**src/rtl/mem_stage_lsu.sv**
```systemverilog
// M-stage load/store unit: one registered req/gnt/rvalid bus transaction per access, 3+ stall cycles.
// Stalls the pipeline until rvalid or timeout; a one-cycle DONE gap releases the instruction.
module mem_stage_lsu #(
  parameter int DATA_WIDTH   = 32,
  parameter int WAIT_TIMEOUT = 255
) (
  input  logic                  clk,
  input  logic                  rst,
  input  logic [DATA_WIDTH-1:0] i_alu_result_M,
  input  logic [DATA_WIDTH-1:0] i_write_data_M,
  input  logic                  i_mem_write_M,
  input  logic [1:0]            i_result_src_M,
  input  logic [2:0]            i_funct3_M,
  output logic [DATA_WIDTH-1:0] o_read_data_M,
  output logic                  o_stall_M,
  output logic                  o_access_err_M,
  output logic                  o_bus_err_M,
  output logic                  o_bus_req,
  output logic                  o_bus_we,
  output logic [DATA_WIDTH-1:0] o_bus_addr,
  output logic [3:0]            o_bus_be,
  output logic [DATA_WIDTH-1:0] o_bus_wdata,
  input  logic                  i_bus_gnt,
  input  logic                  i_bus_rvalid,
  input  logic [DATA_WIDTH-1:0] i_bus_rdata
);

  typedef enum logic [1:0] {S_IDLE, S_REQ, S_WAIT, S_DONE} state_t;

  localparam int CW = (WAIT_TIMEOUT > 1) ? $clog2(WAIT_TIMEOUT + 1) : 1;

  state_t                  state_q, state_d;
  logic [CW-1:0]           cnt_q;
  logic [2:0]              funct3_q;
  logic [1:0]              off_q;
  logic [1:0]              off;
  logic                    access, misalign, bad_f3, err, start, timed_out;
  logic [3:0]              be_d;
  logic [DATA_WIDTH-1:0]   wdata_d;
  logic [7:0]              ld_byte;
  logic [15:0]             ld_half;
  logic [DATA_WIDTH-1:0]   ld_data;

  assign off       = i_alu_result_M[1:0];
  assign access    = i_mem_write_M | (i_result_src_M == 2'b01);
  assign bad_f3    = (i_funct3_M == 3'b011) | (i_funct3_M == 3'b110) | (i_funct3_M == 3'b111);
  assign misalign  = ((i_funct3_M[1:0] == 2'b01) & off[0]) | ((i_funct3_M[1:0] == 2'b10) & (|off));
  assign err       = access & (bad_f3 | misalign);
  assign start     = (state_q == S_IDLE) & access & !err;
  assign timed_out = (WAIT_TIMEOUT != 0) && (cnt_q == CW'(WAIT_TIMEOUT));

  assign o_stall_M      = !rst & (start | (state_q == S_REQ) | (state_q == S_WAIT));
  assign o_access_err_M = !rst & (state_q == S_IDLE) & err;

  // Store lane placement; loads always request the full word.
  always_comb begin
    be_d    = 4'b1111;
    wdata_d = i_write_data_M;
    if (i_mem_write_M) begin
      case (i_funct3_M[1:0])
        2'b00: begin
          be_d    = 4'b0001 << off;
          wdata_d = {4{i_write_data_M[7:0]}};
        end
        2'b01: begin
          be_d    = 4'b0011 << off;
          wdata_d = {2{i_write_data_M[15:0]}};
        end
        default: ;
      endcase
    end
  end

  assign ld_byte = i_bus_rdata[{off_q, 3'b000} +: 8];
  assign ld_half = off_q[1] ? i_bus_rdata[31:16] : i_bus_rdata[15:0];

  always_comb begin
    ld_data = i_bus_rdata;
    case (funct3_q)
      3'b000:  ld_data = {{24{ld_byte[7]}}, ld_byte};
      3'b001:  ld_data = {{16{ld_half[15]}}, ld_half};
      3'b100:  ld_data = {24'h0, ld_byte};
      3'b101:  ld_data = {16'h0, ld_half};
      default: ;
    endcase
  end

  always_comb begin
    state_d = state_q;
    case (state_q)
      S_IDLE:  if (start) state_d = S_REQ;
      S_REQ:   if (i_bus_gnt) state_d = S_WAIT;
      S_WAIT:  if (i_bus_rvalid || timed_out) state_d = S_DONE;
      default: state_d = S_IDLE;
    endcase
  end

  always_ff @(posedge clk) begin
    if (rst) begin
      state_q       <= S_IDLE;
      cnt_q         <= '0;
      funct3_q      <= '0;
      off_q         <= '0;
      o_bus_req     <= 1'b0;
      o_bus_we      <= 1'b0;
      o_bus_addr    <= '0;
      o_bus_be      <= '0;
      o_bus_wdata   <= '0;
      o_read_data_M <= '0;
      o_bus_err_M   <= 1'b0;
    end else begin
      state_q <= state_d;
      case (state_q)
        S_IDLE: begin
          if (start) begin
            o_bus_req   <= 1'b1;
            o_bus_we    <= i_mem_write_M;
            o_bus_addr  <= {i_alu_result_M[DATA_WIDTH-1:2], 2'b00};
            o_bus_be    <= be_d;
            o_bus_wdata <= wdata_d;
            funct3_q    <= i_funct3_M;
            off_q       <= off;
          end
        end
        S_REQ: begin
          if (i_bus_gnt) begin
            o_bus_req <= 1'b0;
            cnt_q     <= '0;
          end
        end
        S_WAIT: begin
          // A response arriving on the timeout cycle still completes normally.
          if (i_bus_rvalid) begin
            if (!o_bus_we) o_read_data_M <= ld_data;
          end else if (timed_out) begin
            o_bus_err_M <= 1'b1;
          end else begin
            cnt_q <= cnt_q + 1'b1;
          end
        end
        default: o_bus_err_M <= 1'b0;
      endcase
    end
  end

endmodule

```
**config.mk**
```make
export PLATFORM = sky130hd
export DESIGN_NAME = mem_stage_lsu
export DESIGN_NICKNAME = d
export VERILOG_FILES = /design/src/rtl/mem_stage_lsu.sv
export SDC_FILE = /design/constraint.sdc
export NUM_CORES = 1
export LEC_CHECK = 0
export BUFFER_PORTS_ARGS = -buffer_cell sky130_fd_sc_hd__clkbuf_2
export CORE_MARGIN = 2
export CORE_UTILIZATION = 49
export DETAILED_ROUTE_END_ITERATION = 6
export PLACE_DENSITY = 0.81
export REMOVE_ABC_BUFFERS = 1
export SLEW_MARGIN = 20
export SYNTH_ARGS = -nofsm -noshare
export SYNTH_HDL_FRONTEND = slang
export SYNTH_SLANG_ARGS = --single-unit
export TNS_END_PERCENT = 5
```
**constraint.sdc**
```tcl
create_clock -name clk -period 2.3 [get_ports clk]
set_clock_uncertainty 0.1 [all_clocks]
set_input_delay 0.115 -clock clk [delete_from_list [all_inputs] [get_ports clk]]
set_output_delay 0.115 -clock clk [all_outputs]
set_load 0.005 [all_outputs]
```
==> results.json, run 1 <==
{
  "post_synth_arst_share_pct": 0,
  "postCtsSetupRepairBufs": 0,
  "grt_max_degree": 67,
  "crit_family": "buffers and inverters",
  "final_critical_path_setup_slack_ns": 0.03755,
  "synth-seq-cells": 116,
  "sum_of_buffers_and_inverters_on_the_critical_path": 4,
  "critPathLaunchType": "input port",
  "gp_congestion": 0.8258,
  "clock_tree_from_tritoncts": "built",
  "total_leakage_power_nw": 3.544,
  "run_status": "completed",
  "synth_top_area_cell": "sky130_fd_sc_hd__dfxtp_1",
  "synth_seq_area_share_pct": 44.20,
  "yosysUniqueCellTypes": 47,
  "crit_type": "input port to flip-flop",
  "grt_pass1_wl_um": 29990,
  "synth_top_flop_cell": "sky130_fd_sc_hd__dfxtp_1",
  "detail_route.wl_per_cell_um": 17.65,
  "cts_max_level": 4,
  "final_routed_wirelength_across_all_metal_layers_um": 19460,
  "detail_route.vias_per_cell": 5.783,
  "drive_above_1_share_pct": 29.47,
  "power.ir.vdd_worst_uv": 526.3,
  "first_global_vias": 6348,
  "port_buffers": 208,
  "worst_hold_margin_ns": 0.2351,
  "cts_max_path_buffers": 2,
  "power.share.clock_pct": 38.2,
  "dp_slack_ns": 0.04852,
  "die_height_um": 107.5,
  "die-area_sq_um": 11570,
  "core_area_sq_um": 10370,
  "ff2ff_setup_slack_ns": 0.05,
  "ioPinCount": 211,
  "critPathMaxFanout": 18,
  "power_per_cell_area_nw_per_um2": 840.9,
  "first_pass_iters": 5,
  "critical-path-top-cell-by-count": "sky130_fd_sc_hd__dlygate4sd3_1",
  "antenna_cells_inserted": 0,
  "setup_repair_after_global_routing_missed_its_margin": "yes",
  "dp.final_hpwl_um": 10850,
  "min_period_over_period_pct": 98.37,
  "max_clock_freq_ghz": 0.4420,
  "report.final.slew_viol_count": 0,
  "power_report.internal_total_mw": 4.782,
  "nets": 1065,
  "synth.cell_area_sq_um": 5254,
  "cts-root-buf": "sky130_fd_sc_hd__clkbuf_8",
  "placement.cell_area_sq_um": 6406,
  "worst_ep_required_time_ns": 2.66,
  "max_cap_viol_count": 0,
  "clock_sink_count": 116,
  "worst_slew_pin_slew_ns": 0.5543,
  "area_growth_pct": 56.89,
  "groute.usage.overall_pct": 32.75,
  "clock_insertion_delay_worst_skew_ns": 0.51,
  "list_of_cells_traversed_by_the_critical_path": "dlygate4sd3_1 > buf_2 > nor4_4 > o221a_2 > buf_6 > nor2_1 > a211oi_1 > dlygate4sd3_1",
  "synth-warning-count": 0,
  "cts_inserted_buffers": 17,
  "core.rowCount": 37,
  "layout_min_cycle_time_ns": 2.262,
  "critPathSlowestCell": "sky130_fd_sc_hd__dlygate4sd3_1",
  "yosys-top-cells-count": "157 x sky130_fd_sc_hd__nand2_1, 116 x sky130_fd_sc_hd__dfxtp_1, 82 x sky130_fd_sc_hd__a21oi_1",
  "die-width_um": 107.5,
  "cp_slowest_stage_delay_ns": 0.58,
  "synth_enable_flop_cells": 0,
  "initial_utilization_pct": 50.66,
  "holdCritPathClass": "input port to flip-flop",
  "share_of_power_burned_in_registers_pct": 35.2,
  "power.share.combinational_pct": 26.6,
  "path_clk_slew_ns": 0.05,
  "yosysMostFrequentCell": "sky130_fd_sc_hd__nand2_1",
  "timing.critical_path.to_type": "flip-flop",
  "synthesis.area_per_instance_sq_um": 8.171,
  "report.final.hold_viol_count": 0,
  "drtAntennaViolNets": 0,
  "grt_overflow": 0,
  "final_core_utilization_pct": 79.49,
  "max-slew-margin-rel_pct": 62.66,
  "vias_after_detailed_routing": 6379,
  "netSwitchingFraction_pct": 31.02,
  "synth.area.top_cells": "sky130_fd_sc_hd__dfxtp_1 44%, sky130_fd_sc_hd__nand2_1 11%, sky130_fd_sc_hd__a21oi_1 7.8%",
  "synth_top_area_share_pct": 44.20,
  "grt_antenna_before_repair": 0,
  "finalInstanceArea_sq_um": 8243,
  "final-setup-viol-count": 0,
  "synthesis.instances": 643,
  "worst_endpoint_data_arrival_time_ns": 2.62,
  "drt_iter0_markers": 516,
  "power.net_switching_mw": 2.150,
  "drcViolationCount": 0
}
## worst register-to-register path, delay by kind of cell (launching register included)
| family | cells | cell delay (ns) |
|---|---|---|
| flip-flops | 1 | 0.38 |
| buffers and inverters | 1 | 0.09 |
| adder cells (fa/ha/maj) | 1 | 0.27 |
| AND/OR/NAND/NOR | 2 | 0.71 |
| AO/OA/AOI/OAI | 2 | 0.62 |
## flip-flops by register name, indices dropped and copies added (netlist names)
signal	flops
o_bus_addr	30
state_q	2
cnt_q	8
o_bus_err_M	1
o_bus_req	1
o_bus_be	4
o_bus_wdata	32
o_read_data_M	32
o_bus_we	1
funct3_q	3
off_q	2
## metrics by stage
step / power (mW) / instances / TNS [ns]
floorplan: 3.291 / 589 / -4.586
global placement: 3.927 / 951 / 0
detailed placement: 4.005 / 951 / 0
CTS: 6.810 / 1103 / 0
global route: 7.203 / 1103 / -0.1269
finish: 6.932 / 1103 / 0
## final timing paths
check | startpoint | end | cells past startpoint
worst max-delay path | i_alu_result_M[0] | o_bus_wdata[21] | 8
worst min-delay path | i_result_src_M[1] | o_bus_we | 5
worst max register to register | state_q[0] | cnt_q[5] | 6
worst min register to register | o_bus_addr[4] | o_bus_addr[4] | 2
## per-layer routing
| layer | vias up | GRT usage, % | share of wire, % |
|---|---|---|---|
| met4 | 0 | 18.96 | 5.3 |
| met5 | - | 0 | 0 |
| li1 | 2891 | - | - |
| met2 | 434 | 58.31 | 51 |
| met1 | 2941 | 34.84 | 36 |
| met3 | 113 | 8.232 | 8.2 |
## repair_timing
item,CTS,global route
setup endpoints to repair,0,19
hold buffers,120,0
resized for setup,0,8
hold endpoints to repair,108,0
## power by group through the flow
stage                     clock, mW  combinational (mW)  sequential [mW]
after floorplan                   0               0.805             2.49
after global placement            0                1.48             2.45
after detailed placement          0                1.54             2.47
after CTS                      2.65                1.74             2.43
after global routing           2.75                1.99             2.46
final                          2.65                1.84             2.44
## area by class of cell
type	instances	area, sq um
repair buffers	346	2421
multi-input cells	460	2675
clock buffers	22	483.0
clock inverters	10	122.6
flip-flops and latches	116	2322
well taps	136	170.2
fillers	606	2127
inverters	13	48.80
## logic make-up (layout without fill, tap and decap cells)
logic type | count (synthesis) | after routing | share of synthesized area, %
multiplexers | 37 | 37 | 7.216
AND/OR/NAND/NOR | 225 | 225 | 18.27
AO/OA/AOI/OAI | 191 | 191 | 23.29
flip-flops | 116 | 116 | 44.20
other | 1 | 2 | 0.07138
adder cells (fa/ha/maj) | 5 | 5 | 1.191
buffers and inverters | 68 | 391 | 5.763
## cell usage in the layout, fill, tap and decap left out, drive strengths merged, types with 4 or more instances in the layout
master	netlist	routed
dlygate4sd3	0	120
a311oi	4	4
inv	13	13
dfxtp	116	116
a211oi	29	29
ha	5	5
clkinvlp	0	6
nor2	36	36
mux2i	30	30
a21oi	82	82
nor4bb	7	7
o211ai	16	16
o221a	8	8
nand3	4	4
o21ai	28	28
mux2	7	7
a221oi	9	9
nand2	157	157
clkbuf	35	228
buf	20	20
No activity file was read; power rests on OpenSTA's default activity.
==> inputs of run 2 (changes only) <==
--- a/config.mk
+++ b/config.mk
@@ -7,9 +7,9 @@
 export LEC_CHECK = 0
 export BUFFER_PORTS_ARGS = -buffer_cell sky130_fd_sc_hd__clkbuf_2
 export CORE_MARGIN = 2
-export CORE_UTILIZATION = 49
+export CORE_UTILIZATION = 40
 export DETAILED_ROUTE_END_ITERATION = 6
-export PLACE_DENSITY = 0.81
+export PLACE_DENSITY = 0.71
 export REMOVE_ABC_BUFFERS = 1
 export SLEW_MARGIN = 20
 export SYNTH_ARGS = -nofsm -noshare
==> constraint.sdc (replaced) <==
create_clock -name clk -period 1.9 [get_ports clk]
set_clock_uncertainty 0.1 [all_clocks]
set_input_delay 0.095 -clock clk [delete_from_list [all_inputs] [get_ports clk]]
set_output_delay 0.095 -clock clk [all_outputs]
set_load 0.005 [all_outputs]
==> results.json, run 2 (same netlist as run 1, synthesis figures left out) <==
{
  "max_clock_freq_ghz": 0.4892,
  "cts-root-buf": "sky130_fd_sc_hd__clkbuf_16",
  "fin_setup_tns_ns": -0.2606,
  "cts_max_path_buffers": 2,
  "first_global_vias": 5788,
  "critPathSlowestCell": "sky130_fd_sc_hd__or4_1",
  "die_height_um": 118.6,
  "clock_insertion_delay_worst_skew_ns": 0.41,
  "crit_type": "flip-flop to flip-flop",
  "initial_utilization_pct": 41.30,
  "grt_antenna_before_repair": 0,
  "power_per_cell_area_nw_per_um2": 1053,
  "detail_route.wl_per_cell_um": 15.20,
  "worst_hold_margin_ns": 0.03866,
  "cts_inserted_buffers": 17,
  "list_of_cells_traversed_by_the_critical_path": "inv_2 > ha_4 > and4_4 > a221o_1 > or4_1 > a21oi_2",
  "clock_tree_from_tritoncts": "built",
  "grt_max_degree": 53,
  "placement.cell_area_sq_um": 6659,
  "critPathMaxFanout": 6,
  "ioPinCount": 211,
  "layout_common_cells": "207 x sky130_fd_sc_hd__clkbuf_2, 157 x sky130_fd_sc_hd__nand2_1, 114 x sky130_fd_sc_hd__dfxtp_1, 101 x sky130_fd_sc_hd__dlygate4sd3_1, 78 x sky130_fd_sc_hd__a21oi_1",
  "final_routed_wirelength_across_all_metal_layers_um": 17410,
  "grt_overflow": 0,
  "final-setup-viol-count": 4,
  "die-area_sq_um": 14070,
  "final_core_utilization_pct": 66.28,
  "report.final.slew_viol_count": 0,
  "crit_family": "simple AND/OR/NAND/NOR gates",
  "timing.critical_path.to_type": "flip-flop",
  "drcViolationCount": 0,
  "first_pass_iters": 5,
  "detail_route.vias_per_cell": 5.210,
  "max_cap_viol_count": 0,
  "finalInstanceArea_sq_um": 8432,
  "cp_slowest_stage_delay_ns": 0.57,
  "power.ir.vdd_worst_uv": 605.8,
  "total_leakage_power_nw": 3.619,
  "stages_on_worst_setup_path": 6,
  "critPathLaunchType": "flip-flop",
  "area_growth_pct": 60.49,
  "core_area_sq_um": 12720,
  "drt_iter0_markers": 487,
  "top_registers": "o_bus_wdata: 32 flops, o_read_data_M: 32 flops, o_bus_addr: 30 flops",
  "nets": 1072,
  "die-width_um": 118.6,
  "min_period_over_period_pct": 107.6,
  "drtAntennaViolNets": 0,
  "setup_repair_after_global_routing_missed_its_margin": "yes",
  "min_delay_path_depth": 3,
  "holdCritPathClass": "input port to flip-flop",
  "worst_ep_required_time_ns": 2.14,
  "run_status": "finished, violations left",
  "path_clk_slew_ns": 0.05,
  "grt_pass1_wl_um": 27900,
  "drive_above_1_share_pct": 32.79,
  "vias_after_detailed_routing": 5966,
  "failing_checks": "setup timing",
  "layout_commonest_cell": "sky130_fd_sc_hd__clkbuf_2",
  "port_buffers": 208,
  "core.rowCount": 41,
  "cts_max_level": 4,
  "final_critical_path_setup_slack_ns": -0.1440,
  "report.final.hold_viol_count": 0,
  "gp_congestion": 0.8016,
  "dp.final_hpwl_um": 10680,
  "power.total_mw": 8.881,
  "clock_sink_count": 116,
  "sum_of_buffers_and_inverters_on_the_critical_path": 1,
  "groute.usage.overall_pct": 24.41,
  "layout_min_cycle_time_ns": 2.044,
  "worst_endpoint_data_arrival_time_ns": 2.28,
  "reg2regPathDepth": 6,
  "antenna_cells_inserted": 0
}
==> run 2: changes by cell type in the layout (fill, tap and decap cells not counted), moves of 3 or more <==
cell                            before  now
sky130_fd_sc_hd__buf_12              3    6
sky130_fd_sc_hd__a21oi_1            81   78
sky130_fd_sc_hd__bufinv_16           2    5
sky130_fd_sc_hd__clkinv_2            0    4
sky130_fd_sc_hd__buf_4              15   36
sky130_fd_sc_hd__dlygate4sd3_1     120  101
sky130_fd_sc_hd__a21oi_2             1    4
sky130_fd_sc_hd__clkbuf_8            6    3
sky130_fd_sc_hd__clkinvlp_4          6    1
==> run 2: worst paths after layout <==
check        slack [ns]               from              end
max reg2reg       -0.14         state_q[0]         cnt_q[7]
min                0.04  i_alu_result_M[1]      o_bus_be[2]
max               -0.14         state_q[0]         cnt_q[7]
min reg2reg        0.35    o_bus_wdata[13]  o_bus_wdata[13]
==> run 2: metrics by stage <==
step | instances | setup WS, ns
2_1_floorplan | 589 | -0.6849
3_3_place_gp | 1009 | -0.05032
4_1_cts | 1144 | -0.05075
5_1_grt | 1145 | -0.1672
6_report | 1145 | -0.1440
3_5_place_dp | 1009 | -0.1038
==> run 2: report_power, final <==
part           internal [mW]  leakage [nW]  switching (mW)
registers               2.75         0.945           0.185
clock network           2.41         0.319            1.11
logic                   1.19          2.35            1.23
==> run 2: per-layer routing <==
layer | GRT usage (%) | share of wire, % | routed length [um] | vias to the layer above
met1 | 28.58 | 42 | 7246 | 2783
li1 | - | - | - | 2907
met3 | 5.309 | 5.6 | 980 | 45
met5 | 0 | 0 | 0 | -
met2 | 42.13 | 50 | 8677 | 231
met4 | 11.76 | 2.9 | 502 | 0
==> run 2: repair_timing <==
action | in CTS | in global routing
endpoints found under the setup margin | 6 | 28
pin swaps | 6 | 4
resized for setup | 15 | 8
buffers inserted | 3 | 1
endpoints found under the hold margin | 101 | 0
hold buffers | 101 | 0
==> run 2: worst register-to-register path, delay by kind of cell (launching register included) <==
family,cells,cell delay (ns)
adder cells (fa/ha/maj),1,0.16
flip-flops,1,0.35
AND/OR/NAND/NOR,2,0.75
buffers and inverters,1,0.06
AO/OA/AOI/OAI,2,0.55
==> run 2: area by class of cell <==
cell class              count  area [sq um]
clock buffers              21         470.5
clock inverters            10         177.7
fillers                  1055          4290
inverters                  13         48.80
multi-input cells         460          2721
flip-flops and latches    116          2327
well taps                 172         215.2
repair buffers            353          2471
==> inputs of run 3 (changes only) <==
--- a/config.mk
+++ b/config.mk
@@ -10,6 +10,7 @@
 export CORE_UTILIZATION = 40
 export DETAILED_ROUTE_END_ITERATION = 6
 export PLACE_DENSITY = 0.71
+export RECOVER_POWER = 50
 export REMOVE_ABC_BUFFERS = 1
 export SLEW_MARGIN = 20
 export SYNTH_ARGS = -nofsm -noshare
==> results.json, run 3 (same netlist as run 1, synthesis figures left out) <==
{
  "run_status": "finished, violations left",
  "failing_checks": "setup timing",
  "die_height_um": 118.6,
  "min_period_over_period_pct": 107.5,
  "crit_type": "flip-flop to flip-flop",
  "power.net_switching_mw": 2.517,
  "path_clk_slew_ns": 0.05,
  "placement.cell_area_sq_um": 6659,
  "clock_insertion_delay_worst_skew_ns": 0.41,
  "grt_antenna_before_repair": 0,
  "dp_slack_ns": -0.1038,
  "core.rowCount": 41,
  "clock_tree_from_tritoncts": "built",
  "netSwitchingFraction_pct": 28.52,
  "dp.final_hpwl_um": 10680,
  "final-setup-viol-count": 4,
  "drcViolationCount": 0,
  "layout_min_cycle_time_ns": 2.043,
  "holdCritPathClass": "input port to flip-flop",
  "antenna_cells_inserted": 0,
  "drtAntennaViolNets": 0,
  "final_routed_wirelength_across_all_metal_layers_um": 17460,
  "max_cap_viol_count": 0,
  "share_of_power_burned_in_registers_pct": 33.3,
  "finalInstanceArea_sq_um": 8342,
  "area_growth_pct": 58.78,
  "setup_repair_after_global_routing_missed_its_margin": "yes",
  "cts_inserted_buffers": 17,
  "drive_above_1_share_pct": 26.21,
  "cts_max_path_buffers": 2,
  "grt_pass1_wl_um": 27900,
  "power.share.combinational_pct": 26.9,
  "detail_route.vias_per_cell": 5.220,
  "worst_ep_required_time_ns": 2.14,
  "first_global_vias": 5788,
  "report.final.slew_viol_count": 0,
  "critPathLaunchType": "flip-flop",
  "timing.critical_path.to_type": "flip-flop",
  "ioPinCount": 211,
  "fin_setup_tns_ns": -0.2556,
  "top_registers": "o_bus_wdata: 32 flops, o_read_data_M: 32 flops, o_bus_addr: 30 flops",
  "initial_utilization_pct": 41.30,
  "grt_max_degree": 53,
  "power.share.clock_pct": 39.8,
  "final_core_utilization_pct": 65.57,
  "gp_congestion": 0.8016,
  "final_critical_path_setup_slack_ns": -0.1430,
  "detail_route.wl_per_cell_um": 15.25,
  "cts-root-buf": "sky130_fd_sc_hd__clkbuf_16",
  "cts_max_level": 4,
  "die-area_sq_um": 14070,
  "grt_overflow": 0,
  "total_leakage_power_nw": 3.400,
  "drt_iter0_markers": 459,
  "first_pass_iters": 7,
  "clock_sink_count": 116,
  "core_area_sq_um": 12720,
  "worst_endpoint_data_arrival_time_ns": 2.28,
  "layout_commonest_cell": "sky130_fd_sc_hd__nand2_1",
  "critPathMaxFanout": 6,
  "groute.usage.overall_pct": 24.41,
  "placedCellCount": 1009,
  "nets": 1072,
  "power.ir.vdd_worst_uv": 603.2,
  "instances_no_fill": 1145,
  "power_per_cell_area_nw_per_um2": 1058,
  "die-width_um": 118.6,
  "layout_common_cells": "157 x sky130_fd_sc_hd__nand2_1, 144 x sky130_fd_sc_hd__clkbuf_2, 114 x sky130_fd_sc_hd__dfxtp_1, 101 x sky130_fd_sc_hd__dlygate4sd3_1, 78 x sky130_fd_sc_hd__a21oi_1",
  "vias_after_detailed_routing": 5977,
  "max_clock_freq_ghz": 0.4895,
  "report.final.hold_viol_count": 0,
  "power_report.internal_total_mw": 6.307,
  "port_buffers": 208
}
## run 3: path summary, 6_finish.rpt
check	start	to	slack (ns)	depth (start not counted)
min	i_bus_rdata[7]	o_read_data_M[7]	0.04	3
max	state_q[0]	cnt_q[7]	-0.14	6
max reg2reg	state_q[0]	cnt_q[7]	-0.14	6
min reg2reg	o_bus_wdata[13]	o_bus_wdata[13]	0.35	2
## run 3: repair_timing
action	CTS	global route
endpoints found under the setup margin	6	28
endpoints found under the hold margin	101	0
gates resized for setup	15	8
pin swaps	6	4
hold buffers	101	0
buffers inserted	3	1
## run 3: critical path, cell delays in order (launching register included)
cell	delay, ns
sky130_fd_sc_hd__dfxtp_2	0.35
sky130_fd_sc_hd__inv_2	0.06
sky130_fd_sc_hd__ha_4	0.16
sky130_fd_sc_hd__and4_4	0.17
sky130_fd_sc_hd__a221o_1	0.40
sky130_fd_sc_hd__or4_1	0.57
sky130_fd_sc_hd__a21oi_2	0.15
## run 3: layout make-up
class	count	area, sq um
Clock inverter	10	177.7
Multi-Input combinational cell	460	2719
Tap cell	172	215.2
Sequential cell	116	2327
Clock buffer	21	470.5
Fill cell	1098	4380
Timing Repair Buffer	353	2384
Inverter	13	48.80
## run 3: per-stage QoR
| step | hold slack [ns] | power, mW |
|---|---|---|
| finish | 0.04059 | 8.824 |
| global route | 0.03673 | 9.269 |
| CTS | 0.01143 | 8.877 |
| detailed placement | 0.2246 | 5.070 |
| global placement | 0.2216 | 5.033 |
| floorplan | 0.06407 | 3.983 |
## run 3: routing by layer
metal | part of all wire [%] | routed length (um) | global-route usage (%)
met2 | 50 | 8670 | 42.13
met5 | 0 | 0 | 0
met3 | 5.2 | 905 | 5.309
met4 | 3.1 | 536 | 11.76
met1 | 42 | 7348 | 28.58
## run 3: power groups by stage
stage	sequential, mW	combinational, mW	clock, mW
6_report	2.94	2.37	3.52
5_1_grt	2.98	2.60	3.70
4_1_cts	2.93	2.37	3.58
3_5_place_dp	2.97	2.10	0
3_3_place_gp	2.95	2.08	0
2_1_floorplan	3.01	0.975	0
